**src/rtl/ysyx_22050710_sram_pkg.sv**
```systemverilog
// ysyx_22050710_sram_pkg
// Shared encodings for the SRAM-like responder:
//   SIZE_*        transfer size field values (1/2/4/8 bytes)
//   OP_*          request direction values
//   resp_entry_t  one delay-line slot {valid, op, data}
package ysyx_22050710_sram_pkg;

  localparam logic [1:0] SIZE_B = 2'd0;
  localparam logic [1:0] SIZE_H = 2'd1;
  localparam logic [1:0] SIZE_W = 2'd2;
  localparam logic [1:0] SIZE_D = 2'd3;

  localparam logic OP_RD = 1'b0;
  localparam logic OP_WR = 1'b1;

  // Widest data bus a response entry can carry; narrower buses use the low bits.
  localparam int RESP_DATA_WD = 64;

  typedef struct packed {
    logic                    valid;
    logic                    op;
    logic [RESP_DATA_WD-1:0] data;
  } resp_entry_t;

endpackage

```
**src/rtl/ysyx_22050710_resp_delay_line.sv**
```systemverilog
// ysyx_22050710_resp_delay_line
// Fixed-latency shift register of response entries. An entry is loaded into
// stage 0 on the accept edge, picks up the memory read word on its way into
// stage 1, and is reported from the last stage. With LATENCY = 1 the memory
// word is forwarded combinationally while stage 0 is the last stage.
// Ports:
//   i_clk, i_rst_n   clock, synchronous active-low clear of every stage
//   i_load, i_load_op  new entry (valid, op) entering stage 0
//   i_mem_rdata      backing memory read word (valid the cycle after access)
//   o_last_valid     last stage holds a response this cycle
//   o_last_data      response data; zero for writes and empty slots
module ysyx_22050710_resp_delay_line
  import ysyx_22050710_sram_pkg::*;
#(
  parameter int LATENCY = 2,
  parameter int DATA_WD = 64
) (
  input  logic               i_clk,
  input  logic               i_rst_n,
  input  logic               i_load,
  input  logic               i_load_op,
  input  logic [DATA_WD-1:0] i_mem_rdata,
  output logic               o_last_valid,
  output logic [DATA_WD-1:0] o_last_data
);

  resp_entry_t stage_reg  [LATENCY];
  resp_entry_t stage_next [LATENCY];

  generate
    for (genvar gi = 0; gi < LATENCY; gi++) begin : g_stage
      if (gi == 0) begin : g_head
        assign stage_next[gi] = '{valid: i_load, op: i_load_op, data: '0};
      end else if (gi == 1) begin : g_capture
        // Memory answers one cycle after the access, i.e. while the entry
        // sits in stage 0; only reads keep it so writes report zero.
        assign stage_next[gi] = '{
          valid: stage_reg[0].valid,
          op:    stage_reg[0].op,
          data:  (stage_reg[0].valid && stage_reg[0].op == OP_RD)
                 ? RESP_DATA_WD'(i_mem_rdata) : '0
        };
      end else begin : g_shift
        assign stage_next[gi] = stage_reg[gi-1];
      end
    end
  endgenerate

  always_ff @(posedge i_clk) begin
    for (int i = 0; i < LATENCY; i++) begin
      if (!i_rst_n) begin
        stage_reg[i] <= '0;
      end else begin
        stage_reg[i] <= stage_next[i];
      end
    end
  end

  generate
    if (LATENCY == 1) begin : g_lat1
      assign o_last_valid = stage_reg[0].valid;
      assign o_last_data  = (stage_reg[0].valid && stage_reg[0].op == OP_RD)
                            ? i_mem_rdata : '0;
    end else begin : g_latn
      assign o_last_valid = stage_reg[LATENCY-1].valid;
      assign o_last_data  = stage_reg[LATENCY-1].data[DATA_WD-1:0];
    end
  endgenerate

endmodule

```
**src/rtl/ysyx_22050710_sram_responder.sv**
```systemverilog
// ysyx_22050710_sram_responder
// Responder end of the SRAM-like req/addr_ok/data_ok bus. Accepted requests
// access a single-cycle synchronous memory in the accept cycle and answer
// in order exactly LATENCY cycles later; at most QDEPTH are outstanding.
// Optional macro YSYX_22050710_SRAM_RESP_STALL_EN adds LFSR-driven random
// addr_ok backpressure (about one cycle in four).
// Ports:
//   i_clk, i_rst_n          clock, synchronous active-low reset
//   i_req/i_op/i_size/i_addr/i_wstrb/i_wdata   request channel
//   o_addr_ok               request accepted when i_req is also high
//   o_data_ok, o_rdata      in-order response, rdata zero for writes
//   o_mem_*                 backing memory port, i_mem_rdata one cycle later
module ysyx_22050710_sram_responder
  import ysyx_22050710_sram_pkg::*;
#(
  parameter int SRAM_ADDR_WD  = 64,
  parameter int SRAM_DATA_WD  = 64,
  parameter int SRAM_WMASK_WD = 8,
  parameter int LATENCY       = 2,
  parameter int QDEPTH        = 2
) (
  input  logic                     i_clk,
  input  logic                     i_rst_n,
  input  logic                     i_req,
  input  logic                     i_op,
  input  logic [1:0]               i_size,
  input  logic [SRAM_ADDR_WD-1:0]  i_addr,
  input  logic [SRAM_WMASK_WD-1:0] i_wstrb,
  input  logic [SRAM_DATA_WD-1:0]  i_wdata,
  output logic                     o_addr_ok,
  output logic                     o_data_ok,
  output logic [SRAM_DATA_WD-1:0]  o_rdata,
  output logic                     o_mem_en,
  output logic                     o_mem_we,
  output logic [SRAM_ADDR_WD-1:0]  o_mem_addr,
  output logic [SRAM_WMASK_WD-1:0] o_mem_wmask,
  output logic [SRAM_DATA_WD-1:0]  o_mem_wdata,
  input  logic [SRAM_DATA_WD-1:0]  i_mem_rdata
);

  localparam int CNT_WD = $clog2(QDEPTH + 1);
  localparam int OFF_WD = $clog2(SRAM_WMASK_WD);

  logic [CNT_WD-1:0] cnt_reg;
  logic [CNT_WD-1:0] cnt_next;
  logic              stall;
  logic              fire;
  logic              data_ok;
  logic              unused_bits;

  // Size and byte offset do not matter: the whole aligned word is accessed
  // and the initiator's strobes / lane selection do the rest.
  assign unused_bits = ^{i_size, i_addr[OFF_WD-1:0]};

`ifdef YSYX_22050710_SRAM_RESP_STALL_EN
  logic [15:0] lfsr_reg;
  logic [15:0] lfsr_next;

  // Fibonacci taps 16,14,13,11.
  assign lfsr_next = {lfsr_reg[14:0],
                      lfsr_reg[15] ^ lfsr_reg[13] ^ lfsr_reg[12] ^ lfsr_reg[10]};
  assign stall     = (lfsr_reg[1:0] == 2'b00);

  always_ff @(posedge i_clk) begin
    if (!i_rst_n) begin
      lfsr_reg <= 16'hACE1;
    end else begin
      lfsr_reg <= lfsr_next;
    end
  end
`else
  assign stall = 1'b0;
`endif

  // The slot freed by this cycle's response may be reused in the same cycle,
  // so a full queue still accepts while its oldest entry completes. Both
  // terms are registered state, so there is no req -> addr_ok path.
  assign o_addr_ok = !stall && ((cnt_reg < CNT_WD'(QDEPTH)) || data_ok);
  assign fire      = i_req && o_addr_ok && i_rst_n;

  assign o_mem_en    = fire;
  assign o_mem_we    = fire && (i_op == OP_WR);
  assign o_mem_addr  = {i_addr[SRAM_ADDR_WD-1:OFF_WD], {OFF_WD{1'b0}}};
  assign o_mem_wmask = i_wstrb & {SRAM_WMASK_WD{i_op}};
  assign o_mem_wdata = i_wdata;

  always_comb begin
    cnt_next = cnt_reg;
    if (fire && !data_ok) begin
      cnt_next = cnt_reg + 1'b1;
    end else if (!fire && data_ok) begin
      cnt_next = cnt_reg - 1'b1;
    end
  end

  always_ff @(posedge i_clk) begin
    if (!i_rst_n) begin
      cnt_reg <= '0;
    end else begin
      cnt_reg <= cnt_next;
    end
  end

  ysyx_22050710_resp_delay_line #(
    .LATENCY (LATENCY),
    .DATA_WD (SRAM_DATA_WD)
  ) u_delay_line (
    .i_clk        (i_clk),
    .i_rst_n      (i_rst_n),
    .i_load       (fire),
    .i_load_op    (i_op),
    .i_mem_rdata  (i_mem_rdata),
    .o_last_valid (data_ok),
    .o_last_data  (o_rdata)
  );

  assign o_data_ok = data_ok;

endmodule

```
**config.mk**
```make
export PLATFORM = sky130hd
export DESIGN_NAME = ysyx_22050710_sram_responder
export DESIGN_NICKNAME = d
export VERILOG_FILES = /design/src/rtl/ysyx_22050710_sram_pkg.sv /design/src/rtl/ysyx_22050710_resp_delay_line.sv /design/src/rtl/ysyx_22050710_sram_responder.sv
export SDC_FILE = /design/constraint.sdc
export NUM_CORES = 1
export LEC_CHECK = 0
export BUFFER_PORTS_ARGS = -buffer_cell sky130_fd_sc_hd__clkbuf_2
export CAP_MARGIN = 25
export CORE_AREA = 2 2 161 163
export DETAILED_ROUTE_END_ITERATION = 8
export DIE_AREA = 0 0 163 165
export GPL_TIMING_DRIVEN = 0
export HOLD_SLACK_MARGIN = 0.06
export PLACE_DENSITY = 0.4
export SLEW_MARGIN = 5
export SYNTH_ARGS = -nofsm -noshare
export SYNTH_HDL_FRONTEND = slang
export SYNTH_SLANG_ARGS = --single-unit
```
**constraint.sdc**
```tcl
create_clock -name i_clk -period 1.69 [get_ports i_clk]
set_input_delay 0.507 -clock i_clk [delete_from_list [all_inputs] [get_ports i_clk]]
set_output_delay 0.507 -clock i_clk [all_outputs]
set_load 0.01 [all_outputs]
```
==> flow_metrics.tcl <==
set metrics [dict create \
    outcome "finished, violations left" \
    violations "setup timing" \
    ioPinCount 410 \
    slew_viol_final 0 \
    clk_latency_ps 320 \
    synth_edf_count 0 \
    post-route-drc-count 0 \
    ys_ff_latch 69 \
    rsz0062_at_grt "yes" \
    vias_per_cell 3.086 \
    nets 791 \
    vias 2839 \
    avgSynthCellArea_sq_um 10.21 \
    required_ps 1180 \
    start_kind "flip-flop" \
    gp_congestion 0.8126 \
    synth_top_area_frac 0.4635 \
    yosys-top-cells-count "buf_4 (128), and2_1 (76), dfxtp_1 (69), buf_6 (7), and3_1 (2)" \
    ir_drop_mv 0.4124 \
    cts-root-buf "clkbuf_16" \
    cts_buffers 9 \
    yosys.area_share.simple 0.1709 \
    port_buffers 276 \
    grt_pass1_vias 2775 \
    globalRouteTotalUtil 0.1087 \
    grt_pass1_wl_um 19960 \
    fin_crit_ps 1696 \
    antenna_found_initial 7 \
    setup_viol 1 \
    grt_max_degree 12 \
    layout-drive-gt1-share 0.7364 \
    synth_area_leaders "dfxtp_1 (46%), buf_4 (32%), and2_1 (16%)" \
    yosysSeqAreaShare 0.4635 \
    hpwl_um 14440 \
    rows 58 \
    drt-total-wl_um 15630 \
    n_fill_cell 2840 \
    period_share 1.004 \
    synth_top_family_by_area "buffers and inverters" \
    die_y_um 165 \
    final_hold_viol_count 0 \
    netlist-cell-type-count 15 \
    clockBufferDepth 2 \
    async_reset_ff_frac 0 \
    synth_area_sq_mm 0.002980 \
    clk_pin_slew_ps 60 \
    cts_tree "built" \
    max_freq_mhz 589.5 \
    synth-main-ff-cell "dfxtp_1" \
    initialDrtViolationCount 62 \
    synth.most_common_cell "buf_4" \
    cp.arrival_ps 1190 \
    syn-instance-count 292 \
    wl_per_cell_um 16.99 \
    synth_area_leader_cell "dfxtp_1" \
    p_leak_nw 2.842 \
    area_growth_pct 72.75 \
    dieArea_sq_mm 0.02690 \
    synth_xor_area_frac 0.005877 \
    die_width_um 163 \
    p_per_area_mw_per_mm2 871.7 \
    worst_slack_ps -6.456 \
    path_max_fanout 3 \
    synth_compound_area_frac 0.004198 \
    drt_pass1_iterations 3 \
    cp-end-kind "output port" \
    yosys-mux-area-fraction 0 \
    largest_register_ffs 67 \
    multiInputGateArea_sq_um 578.1 \
    yosysWarnings 0 \
    postLayoutCoreUtil 0.2056 \
    seq_area_sq_mm 0.001384 \
    path_class "flip-flop to output port" \
    synthAdderAreaFrac 0.004198 \
    ant_nets 0 \
    overflow 0 \
    hold_class "input pin to flip-flop" \
    start_util 0.1190 \
    hold_buffers 0 \
    hold_ws_ps 377.1 \
    h-tree-depth 3 \
    core-area_sq_mm 0.02504 \
    fin_skew_ps 7.219 \
    cts_sinks 69 \
    maxCapViolations 0 \
]
worst paths after layout:
check / cells after the start / end / from / slack, ps
max: 4 / o_mem_we / u_delay_line.stage_reg[1][65] / -6
min: 2 / u_delay_line.stage_reg[1][17] / i_mem_rdata[17] / 380
max reg2reg: 5 / cnt_reg[1] / u_delay_line.stage_reg[1][65] / 220
min reg2reg: 1 / u_delay_line.stage_reg[1][65] / u_delay_line.stage_reg[0][65] / 460
metrics by stage:
stage / area [sq um] / instances / power (mW) / worst slack (ps) / setup TNS, ps
4_1_cts: 5127 / 917 / 4.594 / -26.69 / -26.69
6_report: 5149 / 920 / 4.488 / -6.456 / -6.456
2_1_floorplan: 2988 / 294 / 2.162 / 64.16 / 0
3_3_place_gp: 4782 / 900 / 2.545 / -30.93 / -30.93
3_5_place_dp: 4782 / 900 / 2.552 / -25.49 / -25.49
5_1_grt: 5149 / 920 / 4.703 / -49.27 / -83.52
what timing repair did:
item	CTS	global route
setup buffers	2	1
setup endpoints to repair	2	1
resized for setup	4	3
pin swaps	1	0
area by class of cell:
class | count | area share
timing repair buffer | 279 | 0.2739
clock buffer | 11 | 0.04714
antenna | 2 | 0.0009721
multi-input combinational | 89 | 0.1123
inverter | 1 | 0.0007290
sequential | 69 | 0.2688
tap | 330 | 0.08019
buffer | 135 | 0.2019
clock inverter | 4 | 0.01409
where the power goes:
part	switching (mW)	total (mW)	leakage [nW]	internal, mW
Combinational	0.357	0.810	2.13	0.453
Sequential	0.0191	1.70	0.561	1.68
Clock	0.656	1.98	0.152	1.32
Total	1.03	4.49	2.84	3.46
cells by family after synthesis:
family / after synthesis
compound gates: 2
xor+xnor: 2
fa+ha+maj: 1
buf+inv: 136
flops: 69
other cells: 1
simple gates: 81
per-layer routing:
layer	share of wire	GRT usage	up-vias
met4	0.025	0.05189	8
li1	-	-	1334
met3	0.14	0.06178	27
met1	0.31	0.09470	1235
met5	0.0035	0	-
met2	0.53	0.2007	235
critical path, cell delays in order, from the launching register on:
cell and delay [ps]:
dfxtp_2 320, nand2b_4 130, and3_4 150, and2_4 150, buf_6 110
placed cells by master (no fill, tap or decap), types with 2 or more instances in the layout:
master     count
clkbuf_16      9
dfxtp_1       67
buf_4        131
clkbuf_2     275
and2_1        75
bufinv_16      2
dfxtp_2        2
buf_6          8
diode_2        2
conb_1         3
(Power assumes the default switching activity.)
